==> src/rtl/ws2812_pkg.sv <==
`default_nettype none
// ============================================================================
// Module      : ws2812_pkg
// Description : Shared types and default timing for the WS2812 transmitter.
//               - state_t     : transmitter FSM states
//               - T*_DEF      : default timing in clk cycles (50 MHz clock)
//               - WORD_W      : bits per LED word
//               - grb_order() : reorders {R,G,B} into the strip's {G,R,B}
// Revision    : 1.0 - initial release
// ============================================================================
package ws2812_pkg;

   localparam int WORD_W   = 24;

   localparam int T0H_DEF  = 20;     // 400 ns high for a 0 bit
   localparam int T1H_DEF  = 40;     // 800 ns high for a 1 bit
   localparam int TBIT_DEF = 63;     // 1.26 us bit period
   localparam int TRST_DEF = 15000;  // 300 us latch low period

   typedef enum logic [2:0] {
      IDLE    = 3'd0,
      REQ     = 3'd1,
      LOAD    = 3'd2,
      SEND    = 3'd3,
      RST_LOW = 3'd4
   } state_t;

   function automatic logic [WORD_W-1:0] grb_order(input logic [WORD_W-1:0] rgb);
      return {rgb[15:8], rgb[23:16], rgb[7:0]};
   endfunction

endpackage
`default_nettype wire

==> src/rtl/ws2812_bit_gen.sv <==
`default_nettype none
// ============================================================================
// Module      : ws2812_bit_gen
// Description : Generates the NRZ high/low waveform of one WS2812 bit.
//               While en is held high the internal cycle counter runs
//               0..TBIT-1 and wraps, so consecutive bits follow without gaps;
//               dropping en clears the counter so the next bit starts at 0.
// Ports       : clk, rst  - clock, synchronous active-high reset
//               en        - high for every cycle of the bit stream
//               bit_val   - value of the bit currently being sent
//               level     - line level for this cycle
//               bit_end   - high in the final cycle of each bit
// Revision    : 1.0 - initial release
// ============================================================================
module ws2812_bit_gen
   import ws2812_pkg::*;
#(
   parameter int T0H  = T0H_DEF,   // requires TBIT > T1H > T0H > 0
   parameter int T1H  = T1H_DEF,
   parameter int TBIT = TBIT_DEF
) (
   input  logic clk,
   input  logic rst,
   input  logic en,
   input  logic bit_val,
   output logic level,
   output logic bit_end
);

   localparam int CW = $clog2(TBIT);

   logic [CW-1:0] cyc;

   always_ff @(posedge clk) begin
      if (rst || !en || bit_end) begin
         cyc <= '0;
      end else begin
         cyc <= cyc + 1'b1;
      end
   end

   assign bit_end = en && (cyc == CW'(TBIT - 1));
   assign level   = en && (cyc < (bit_val ? CW'(T1H) : CW'(T0H)));

endmodule
`default_nettype wire

==> src/rtl/ws2812_tx.sv <==
`default_nettype none
// ============================================================================
// Module      : ws2812_tx
// Description : WS2812 single-wire transmitter. Requests 24-bit words with a
//               one-cycle tx_done pulse, shifts each word out MSB first as
//               NRZ pulses, and holds the line low for TRST cycles after the
//               word flagged by data_valid (or after an abort).
// Ports       : clk, rst    - clock, synchronous active-high reset
//               data_ready  - frame enable; low aborts the current word
//               data_valid  - marks the word as last in the frame
//               RGB[23:0]   - word, captured in the cycle after tx_done
//               tx_done     - request/accept pulse for the next word
//               dout        - WS2812 data line
//               busy        - high in REQ, LOAD, SEND and RST_LOW
// Options     : WS2812_GRB_SWAP_EN - when defined, RGB {R,G,B} is sent as
//               {G,R,B}; otherwise RGB is sent unmodified.
// Revision    : 1.0 - initial release
// ============================================================================
module ws2812_tx
   import ws2812_pkg::*;
#(
   parameter int T0H  = T0H_DEF,
   parameter int T1H  = T1H_DEF,
   parameter int TBIT = TBIT_DEF,
   parameter int TRST = TRST_DEF
) (
   input  logic              clk,
   input  logic              rst,
   input  logic              data_ready,
   input  logic              data_valid,
   input  logic [WORD_W-1:0] RGB,
   output logic              tx_done,
   output logic              dout,
   output logic              busy
);

   localparam int CW = $clog2(TRST + 1);

   state_t              state;
   state_t              state_nx;
   logic [WORD_W-1:0]   shift;
   logic [WORD_W-1:0]   load_word;
   logic [4:0]          bit_cnt;
   logic [CW-1:0]       cyc;
   logic                last;
   logic                send_en;
   logic                bit_level;
   logic                bit_end;

`ifdef WS2812_GRB_SWAP_EN
   assign load_word = grb_order(RGB);
`else
   assign load_word = RGB;
`endif

   // Derived straight from the state register so the bit generator's
   // outputs never loop back through the next-state logic.
   assign send_en = (state == SEND);

   ws2812_bit_gen #(
      .T0H  (T0H),
      .T1H  (T1H),
      .TBIT (TBIT)
   ) u_bit_gen (
      .clk     (clk),
      .rst     (rst),
      .en      (send_en),
      .bit_val (shift[WORD_W-1]),
      .level   (bit_level),
      .bit_end (bit_end)
   );

   always_ff @(posedge clk) begin
      if (rst) begin
         state <= IDLE;
      end else begin
         state <= state_nx;
      end
   end

   always_comb begin
      state_nx = state;
      tx_done  = 1'b0;
      busy     = 1'b0;
      dout     = 1'b0;
      case (state)
         IDLE: begin
            if (data_ready) state_nx = REQ;
         end
         REQ: begin
            tx_done  = 1'b1;
            busy     = 1'b1;
            state_nx = data_ready ? LOAD : RST_LOW;
         end
         LOAD: begin
            busy     = 1'b1;
            state_nx = data_ready ? SEND : RST_LOW;
         end
         SEND: begin
            busy = 1'b1;
            dout = bit_level;
            if (!data_ready) begin
               state_nx = RST_LOW;
            end else if (bit_end && (bit_cnt == 5'd23)) begin
               state_nx = last ? RST_LOW : REQ;
            end
         end
         RST_LOW: begin
            busy = 1'b1;
            if (cyc == CW'(TRST - 1)) state_nx = IDLE;
         end
         default: state_nx = IDLE;
      endcase
   end

   // cyc is left at zero through LOAD and SEND, so RST_LOW always starts
   // counting from zero whichever state it is entered from.
   always_ff @(posedge clk) begin
      if (rst) begin
         shift   <= '0;
         bit_cnt <= '0;
         cyc     <= '0;
         last    <= 1'b0;
      end else begin
         case (state)
            LOAD: begin
               shift   <= load_word;
               last    <= data_valid;
               bit_cnt <= '0;
               cyc     <= '0;
            end
            SEND: begin
               if (bit_end) begin
                  shift   <= {shift[WORD_W-2:0], 1'b0};
                  bit_cnt <= bit_cnt + 1'b1;
               end
            end
            RST_LOW: begin
               cyc <= cyc + 1'b1;
            end
            default: begin
               cyc <= '0;
            end
         endcase
      end
   end

endmodule
`default_nettype wire

==> config.mk <==
export PLATFORM = sky130hd
export DESIGN_NAME = ws2812_tx
export DESIGN_NICKNAME = d
export VERILOG_FILES = /design/src/rtl/ws2812_pkg.sv /design/src/rtl/ws2812_bit_gen.sv /design/src/rtl/ws2812_tx.sv
export SDC_FILE = /design/constraint.sdc
export NUM_CORES = 1
export LEC_CHECK = 0
export CAP_MARGIN = 0
export CORE_UTILIZATION = 31
export DETAILED_ROUTE_END_ITERATION = 8
export PLACE_DENSITY = 0.58
export SLEW_MARGIN = 15
export SYNTH_ARGS = -nofsm -noshare
export SYNTH_HDL_FRONTEND = slang
export SYNTH_SLANG_ARGS = --single-unit
==> constraint.sdc <==
create_clock -name clk -period 3.2 [get_ports clk]
set_clock_uncertainty 0.1 [all_clocks]
set_input_delay 0.48 -clock clk [delete_from_list [all_inputs] [get_ports clk]]
set_output_delay 0.48 -clock clk [all_outputs]
set_load 0.005 [all_outputs]
Word level (Yosys, flattened, before mapping)
Index checks and enable logic that the tools add are counted.

word-level totals
  flip-flop bits (word level) = 53
  input bits = 28
  output and inout port bits = 3
  logic and storage cells = 49

cells by class
  add/sub/neg operators = 3
  magnitude comparators = 1
  equality and inequality tests = 11
  mux-type cells = 17
  reduce and logical (&&, ||, !) cells = 11

operators by type and width
  operator                                              number
  one-hot mux 24 bit (2 select lines)                   1
  one-hot mux 14 bit (2 select lines)                   1
  two-way mux 24 bit                                    1
  two-way mux 3 bit                                     7
  one-hot mux 3 bit (5 select lines)                    1
  adder 14 x 1 -> 14 bit (second input constant)        1
  equality test 14 bit (second input constant)          1
  one-hot mux 5 bit (2 select lines)                    1
  adder 6 x 1 -> 6 bit (second input constant)          1
  equality test 3 x 2 -> 1 bit (second input constant)  2
  equality test 6 bit (second input constant)           1
  less-than comparator 6 bit                            1
  two-way mux 6 bit                                     1
  inequality test 2 bit (second input constant)         3
  adder 5 x 1 -> 5 bit (second input constant)          1
  equality test 5 bit (second input constant)           1
  two-way mux 5 bit                                     1
  OR reduction 4 bit                                    1
  equality test 3 x 1 -> 1 bit (second input constant)  1
  equality test 3 bit (second input constant)           1
  logical AND 1 bit                                     3
  zero test 3 bit                                       1
  two-way mux 1 bit                                     3
  inequality test 3 bit (second input constant)         1
  other kinds (5)                                       6

Logic depth before layout (Yosys ltp)
  depth after elaboration = 6
  depth in mapped cells = 8
  depth with buffers taken out = 6

By module
Synthesis repeated with hierarchy kept, for this count alone.

unflattened totals
  cell total of the unflattened synthesis = 323
  area, all modules = 2,710.1 sq um

modules (own cells, without submodules)
  module          times used  cells an instance  area an instance (sq um)  sequential area each (sq um)
  ws2812_tx       1           287                2,386.0                   940.9
  ws2812_bit_gen  1           36                 324.1                     120.1

Worst setup path after synthesis
Ideal clock, no wire load.

  path type = input -> register
  start point = input port rst
  end point = register cyc[12]
  setup time = 0.059 ns
  arrival time = 1.779 ns
  data required time = 3.041 ns
  slack = 1.261 ns
  cell stages on the path = 6
  buffers on the path = 2
  cell sequence = buf_6 -> or4b_4 -> buf_6 -> o21ai_4 -> or4b_1 -> nand2_1

RTL lines
  item                  RTL line          text
  from (decl)           ws2812_tx.sv:28   input logic rst,
  to (signal assigned)  ws2812_tx.sv:139  cyc <= cyc + 1'b1;
  to (decl)             ws2812_tx.sv:44   logic [CW-1:0] cyc;

Worst setup path in the final report
  start point = register shift[23]
  end point = output port dout

on the way
  cells in the longest elaborated chain, start to end = 4

RTL lines
  item                        RTL line              text
  from (decl)                 ws2812_tx.sv:41       logic [WORD_W-1:0] shift;
  from (signal assigned)      ws2812_tx.sv:127      shift <= load_word;
  from (signal assigned)      ws2812_tx.sv:134      shift <= {shift[WORD_W-2:0], 1'b0};
  two-way mux 6 bit           ws2812_bit_gen.sv:43  assign level = en && (cyc < (bit_val ? CW'(T1H) : CW'(T0H)));
  less-than comparator 6 bit  ws2812_bit_gen.sv:43
  logical AND 1 bit           ws2812_bit_gen.sv:43
  two-way mux 1 bit           ws2812_tx.sv:86       case (state)
  to (decl)                   ws2812_tx.sv:33       output logic dout,

No other way between the ends.

==> flow_metrics.env <==
export IMPL_port_buffers=30
export IMPL_vias=2297
export IMPL_status="complete, no violations"
export IMPL_synthCells=316
export IMPL_cp_arrival_ns=2.10
export IMPL_antenna_found_initial=0
export IMPL_synthArstFlopShare_pct=0
export IMPL_final_hold_viol_count=0
export IMPL_synth_top_family_by_area="simple AND/OR/NAND/NOR gates"
export IMPL_crit_buf_inv=2
export IMPL_synth_edf_count=0
export IMPL_cts_max_path_buffers=2
export IMPL_post_drt_wl_per_cell_um=12.98
export IMPL_synth_cell_types=53
export IMPL_worst_pin_slew_ns=0.5126
export IMPL_slew_headroom_pct=65.67
export IMPL_first_iter_violations=174
export IMPL_htree_levels=2
export IMPL_timing_setup_tns_ns=0
export IMPL_io_pins=31
export IMPL_synth_area_mux_share_pct=1.142
export IMPL_min_period_ns=2.682
export IMPL_hp_class="flip-flop to flip-flop"
export IMPL_placedCellCount=435
export IMPL_grt_setup_unrepaired="false"
export IMPL_die_h_um=94.09
export IMPL_root_buffer="clkbuf_8"
export IMPL_cts_resized_gates=0
export IMPL_grt_pass1_vias=2082
export IMPL_routed_wirelength_mm=5.738
export IMPL_area_growth_pct=16.52
export IMPL_insertion_delay_ns=0.31
export IMPL_clk_pin_slew_ns=0.10
export IMPL_fin_util_pct=37.28
export IMPL_cp_cell_sequence="inv_1 > ha_1 > o21a_1 > o21ai_0 > nand2b_1 > a211oi_1 > clkdlybuf4s50_1"
export IMPL_crit_family="buffers and inverters"
export IMPL_timing_fmax_mhz=372.9
export IMPL_drtAntennaViolNets=0
export IMPL_yosys_area_share_simple_pct=27.08
export IMPL_endpoint_kind="primary output"
export IMPL_cts_hold_buf=0
export IMPL_syn_area_um2=2629
export IMPL_final_cells=442
export IMPL_hpwl_mm=3.890
export IMPL_register_area_um2=1061
export IMPL_drive_above_1_share_pct=5.045
export IMPL_post_cts_buffers=0
export IMPL_multi_input_area_um2=1425
export IMPL_critical_path_required_ns=2.62
export IMPL_synth_nets=351
export IMPL_numCtsBuffers=5
export IMPL_power_per_cell_area_nw_per_um2=390.8
export IMPL_die_w_um=94.09
export IMPL_ir_drop_mv=0.1650
export IMPL_grtUsageTotal_pct=13.73
export IMPL_cellLeakagePower_nw=1.050
export IMPL_fill_cells=845
export IMPL_worstSetupPathType="flip-flop to primary output"
export IMPL_hold_path_startpoint="shift[11]"
export IMPL_final_max_slew_viol_count=0
export IMPL_vias_per_cell=5.197
export IMPL_num_antenna_cells=0
export IMPL_maxCapViolations=0
export IMPL_rr_startpoint="state[2]"
export IMPL_synth_adder_area_share_pct=3.332
export IMPL_drc=0
export IMPL_clock_sinks=53
export IMPL_startpoint="shift[23]"
export IMPL_fin_nets=372
export IMPL_synth_main_ff_cell="dfxtp_1"
export IMPL_first_pass_iters=4
export IMPL_rows=33
export IMPL_fin_crit_sh_pct=83.80
export IMPL_gp_congestion=0.7945
export IMPL_layout_commonest_cell="nand2_1"
export IMPL_synth_seq_cells=53
export IMPL_grt_max_degree=47
export IMPL_critPathLaunchType="flip-flop"
export IMPL_synth_compound_area_share_pct=19.66
export IMPL_core_area_um2=8217
export IMPL_grt_overflow_total=0
export IMPL_slowest_stage="clkdlybuf4s50_1"
export IMPL_synth_xor_area_share_pct=2.999
export IMPL_slowest_delay_ns=0.53
export IMPL_initial_utilization_pct=31.99
export IMPL_cts_tree="built"
export IMPL_dieArea_um2=8852
export IMPL_layout_common_cells="nand2_1 (59), dfxtp_1 (53), nor2_1 (41), clkdlybuf4s50_1 (30), a311oi_1 (23)"
export IMPL_grt_pass1_wl_mm=9.722
export IMPL_seq_area_frac_synth_pct=40.36
export IMPL_setup_viol=0
export IMPL_yosys_warnings=0
export IMPL_syn_avg_cell_area_um2=8.319
export IMPL_crit_fanout=4
==> synthesized netlist by cell type, types with 2 or more instances <==
| master | number | area (um2) |
|---|---|---|
| a211oi_1 | 4 | 30.03 |
| a21oi_1 | 7 | 35.03 |
| a22o_1 | 2 | 17.52 |
| a22oi_1 | 2 | 15.01 |
| a311oi_1 | 23 | 201.4 |
| a31oi_1 | 3 | 18.77 |
| and2_1 | 3 | 18.77 |
| and3_1 | 3 | 18.77 |
| and4_1 | 3 | 26.28 |
| buf_2 | 9 | 45.04 |
| buf_4 | 3 | 22.52 |
| buf_6 | 2 | 22.52 |
| clkbuf_1 | 7 | 26.28 |
| dfxtp_1 | 53 | 1061 |
| ha_1 | 7 | 87.58 |
| inv_1 | 7 | 26.28 |
| mux2i_1 | 3 | 30.03 |
| nand2_1 | 59 | 221.5 |
| nand2b_1 | 3 | 18.77 |
| nand3_1 | 8 | 40.04 |
| nand4_1 | 6 | 37.54 |
| nand4b_1 | 2 | 17.52 |
| nor2_1 | 41 | 153.9 |
| nor4_1 | 2 | 12.51 |
| o211ai_1 | 3 | 22.52 |
| o21ai_0 | 13 | 65.06 |
| o21ai_1 | 2 | 10.01 |
| or3_1 | 3 | 18.77 |
| or4b_1 | 2 | 20.02 |
| xnor2_1 | 4 | 35.03 |
| xor2_1 | 5 | 43.79 |
==> worst reg2reg max path: cells and delay by family, from the launching register on <==
family                 cells  cell delay, ns
DFF                        1            0.62
buffers and inverters      1            0.35
and+or+nand+nor            4            1.12
==> per-stage QoR <==
stage               cell area [um2]  power, mW  hold slack (ns)  setup WS (ns)
floorplan                      2629     0.7895           0.3297          1.261
global placement               2982     0.8461           0.3439         0.8627
detailed placement             2982     0.8465           0.3512         0.8668
CTS                            3063      1.214           0.3774         0.4875
global route                   3063      1.252           0.4011         0.3426
finish                         3063      1.197           0.3695         0.5184
==> path summary, 6_finish.rpt <==
| path | depth (start not counted) | endpoint | slack, ns |
|---|---|---|---|
| setup / recovery | 7 | dout | 0.52 |
| hold / removal | 2 | shift[12] | 0.37 |
| setup reg to reg | 5 | cyc[12] | 0.98 |
| hold reg to reg | 2 | shift[12] | 0.37 |
==> registers in the layout (all words and copies together), names as in the netlist <==
signal / count
shift: 24
cyc: 14
u_bit_gen.cyc: 6
bit_cnt: 5
state: 3
last: 1
==> layer usage <==
metal	share of wire, %	track usage (%)
met1	51	18.86
met2	45	21.84
met3	3.4	2.023
met4	0.94	4.615
met5	0	0
==> where the power goes <==
group	switching, mW	internal (mW)
Sequential	0.0222	0.678
Clock	0.214	0.152
Combinational	0.0578	0.0728
Total	0.294	0.903
==> final cells by class <==
class                   count  share of cell area (%)
well taps                 105                   4.289
repair buffers             35                   11.03
clock inverters             1                  0.2859
multi-input cells         235                   46.53
clock buffers               6                   2.369
flip-flops and latches     53                   34.64
inverters                   7                  0.8578
==> cells by family after synthesis <==
family | after synthesis
AND/OR/NAND/NOR | 146
AO/OA/AOI/OAI | 70
XOR/XNOR | 9
flip-flops | 53
buffers and inverters | 28
adder cells (fa/ha/maj) | 7
multiplexers | 3
(Power assumes the default switching activity.)
==> edit, RTL diff (same flow settings) <==
The option `WS2812_GRB_SWAP_EN` is turned on by a define.
--- a/src/rtl/ws2812_tx.sv
+++ b/src/rtl/ws2812_tx.sv
@@ -17,4 +17,6 @@
 // Revision    : 1.0 - initial release
 // ============================================================================
+`define WS2812_GRB_SWAP_EN
+
 module ws2812_tx
    import ws2812_pkg::*;
Behaviour: no difference found for any inputs over 10 cycles, from zero or initial values and one cycle with rst high; that may be too few to reach the edited logic, so the function may still have changed.
==> edit against the original RTL <==
Count of clock-buffer cells in the layout decreased by 1; wire length is 6.4% lower; die area down 2.1%; total power grew 21%; final cell count fell by 0.90%; area after synthesis shrank 2.1%; sequential share of layout area up 0.11 points; hold slack improved by 1.3 ps; sequential cell count did not move; critical path depth is the same; final area decreased by 0.33%; largest cell class unchanged; setup slack worse by 85 ps.
==> edit: results (changes against the original RTL) <==
- The total of fill cells in the finished design is 806 (was 845).
- The total global routing track utilization is 13.0% (was 13.7%).
- The multiplexer share of the synthesized area was 0.389% (was 1.14%).
- The arrival time at the worst endpoint is 2190 ps (was 2100 ps).
- The number of non-clock inverters is 4 (was 7).
- The worst hold-check slack is 371 ps (was 369 ps).
- The reg-to-reg critical path endpoint was u_bit_gen.cyc[5]$_SDFF_PP0_ (was cyc[12]$_SDFFE_PP0N_).
- The number of nets in the layout was 370 (was 372).
- The number of global-route vias before repair is 1986 (was 2082).
- The final cell count without fillers is 438 (was 442).
- The peak clock frequency supported by timing is 361 MHz (was 373 MHz).
- Result of the run: completed (unchanged).
- The pin count of the biggest net entering global routing is 36 (was 47).
- The start point of the worst hold path was u_bit_gen.cyc[0]$_SDFF_PP0_ (was shift[11]$_SDFFE_PP0P_).
- The leakage dissipation is 0.00110 uW (was 0.00105 uW).
- The unique cell type count in the Yosys netlist is 46 (was 53).
- The synthesized netlist net count is 353 (was 351).
- The synthesized-area fraction occupied by adder cells is 3.40% (was 3.33%).
- The placed wire-length estimate after detailed placement is 3.65 mm (was 3.89 mm).
- The count of sequential standard cells is 53 (unchanged).
- The instance area after placement is 2920 sq um (was 2980 sq um).
- The DRC violation total after the first TritonRoute iteration came to 88 (was 174).
- The per-instance average area after synthesis is 8.09 sq um (was 8.32 sq um).
- The worst slack at placement is 710 ps (was 867 ps).
- The weighted congestion at the end of routability-driven global placement came to 0.769 (was 0.795).
- The average wire per standard cell is 12.3 microns (was 13.0 microns).
- The number of standard-cell rows in the floorplan is 32 (was 33).
- The layout buffer count excluding clock buffers is 36 (was 35).
- The stage delay of the slowest cell on the critical path came to 560 ps (was 530 ps).
- The worst ir drop on vdd is 0.169 mV (was 0.165 mV).
- The post-synthesis sequential area ratio is 41.2% (was 40.4%).
- The ratio of cells with drive above 1 in the final layout came to 5.65% (was 5.04%).
- The multi-input logic portion of the cell area is 44.9% (was 46.5%).
- The compound-gate portion of the synthesized area is 18.0% (was 19.7%).
- The relative slew slack is 45.2% (was 65.7%).
- Post-synth top cells: sky130_fd_sc_hd__nand2_1 (59), sky130_fd_sc_hd__dfxtp_1 (53), sky130_fd_sc_hd__nor2_1 (42) (was sky130_fd_sc_hd__nand2_1 (59), sky130_fd_sc_hd__dfxtp_1 (53), sky130_fd_sc_hd__nor2_1 (41)).
- The setup slack of the worst register-to-register path is 940 ps (was 980 ps).
- The launch point of the worst reg-to-reg path is state[1]$_SDFFE_PP0P_ (was state[2]$_SDFFE_PP0P_).
- The via total after detailed routing was 2225 (was 2297).
- The final-layout non-clock buffer area share came to 11.3% (was 11.0%).
edit: metal layers:
layer / up-vias / global-route usage, % / share of wire (%)
met2: 28 / 20.2 / 43
li1: 1169 / - / -
met4: 0 / 4.36 / 1.4
met1: 1022 / 17.5 / 52
met3: 6 / 3.09 / 3.4
met5: - / 0 / 0
edit: power breakdown:
group | total [uW] | leakage (uW) | switching, uW | internal, uW
combinational | 194 | 0.000601 | 90.5 | 103
sequential | 723 | 0.000428 | 30.0 | 693
clock | 529 | 0.0000681 | 219 | 311
total | 1450 | 0.00110 | 339 | 1110
edit: worst max-delay path, delay by kind of cell, from the launching register on:
| kind | cells | cell delay (ps) |
|---|---|---|
| AO/OA/AOI/OAI | 3 | 530 |
| buffers and inverters | 2 | 630 |
| flip-flops | 1 | 380 |
| adder cells (fa/ha/maj) | 1 | 270 |
| AND/OR/NAND/NOR | 1 | 70 |
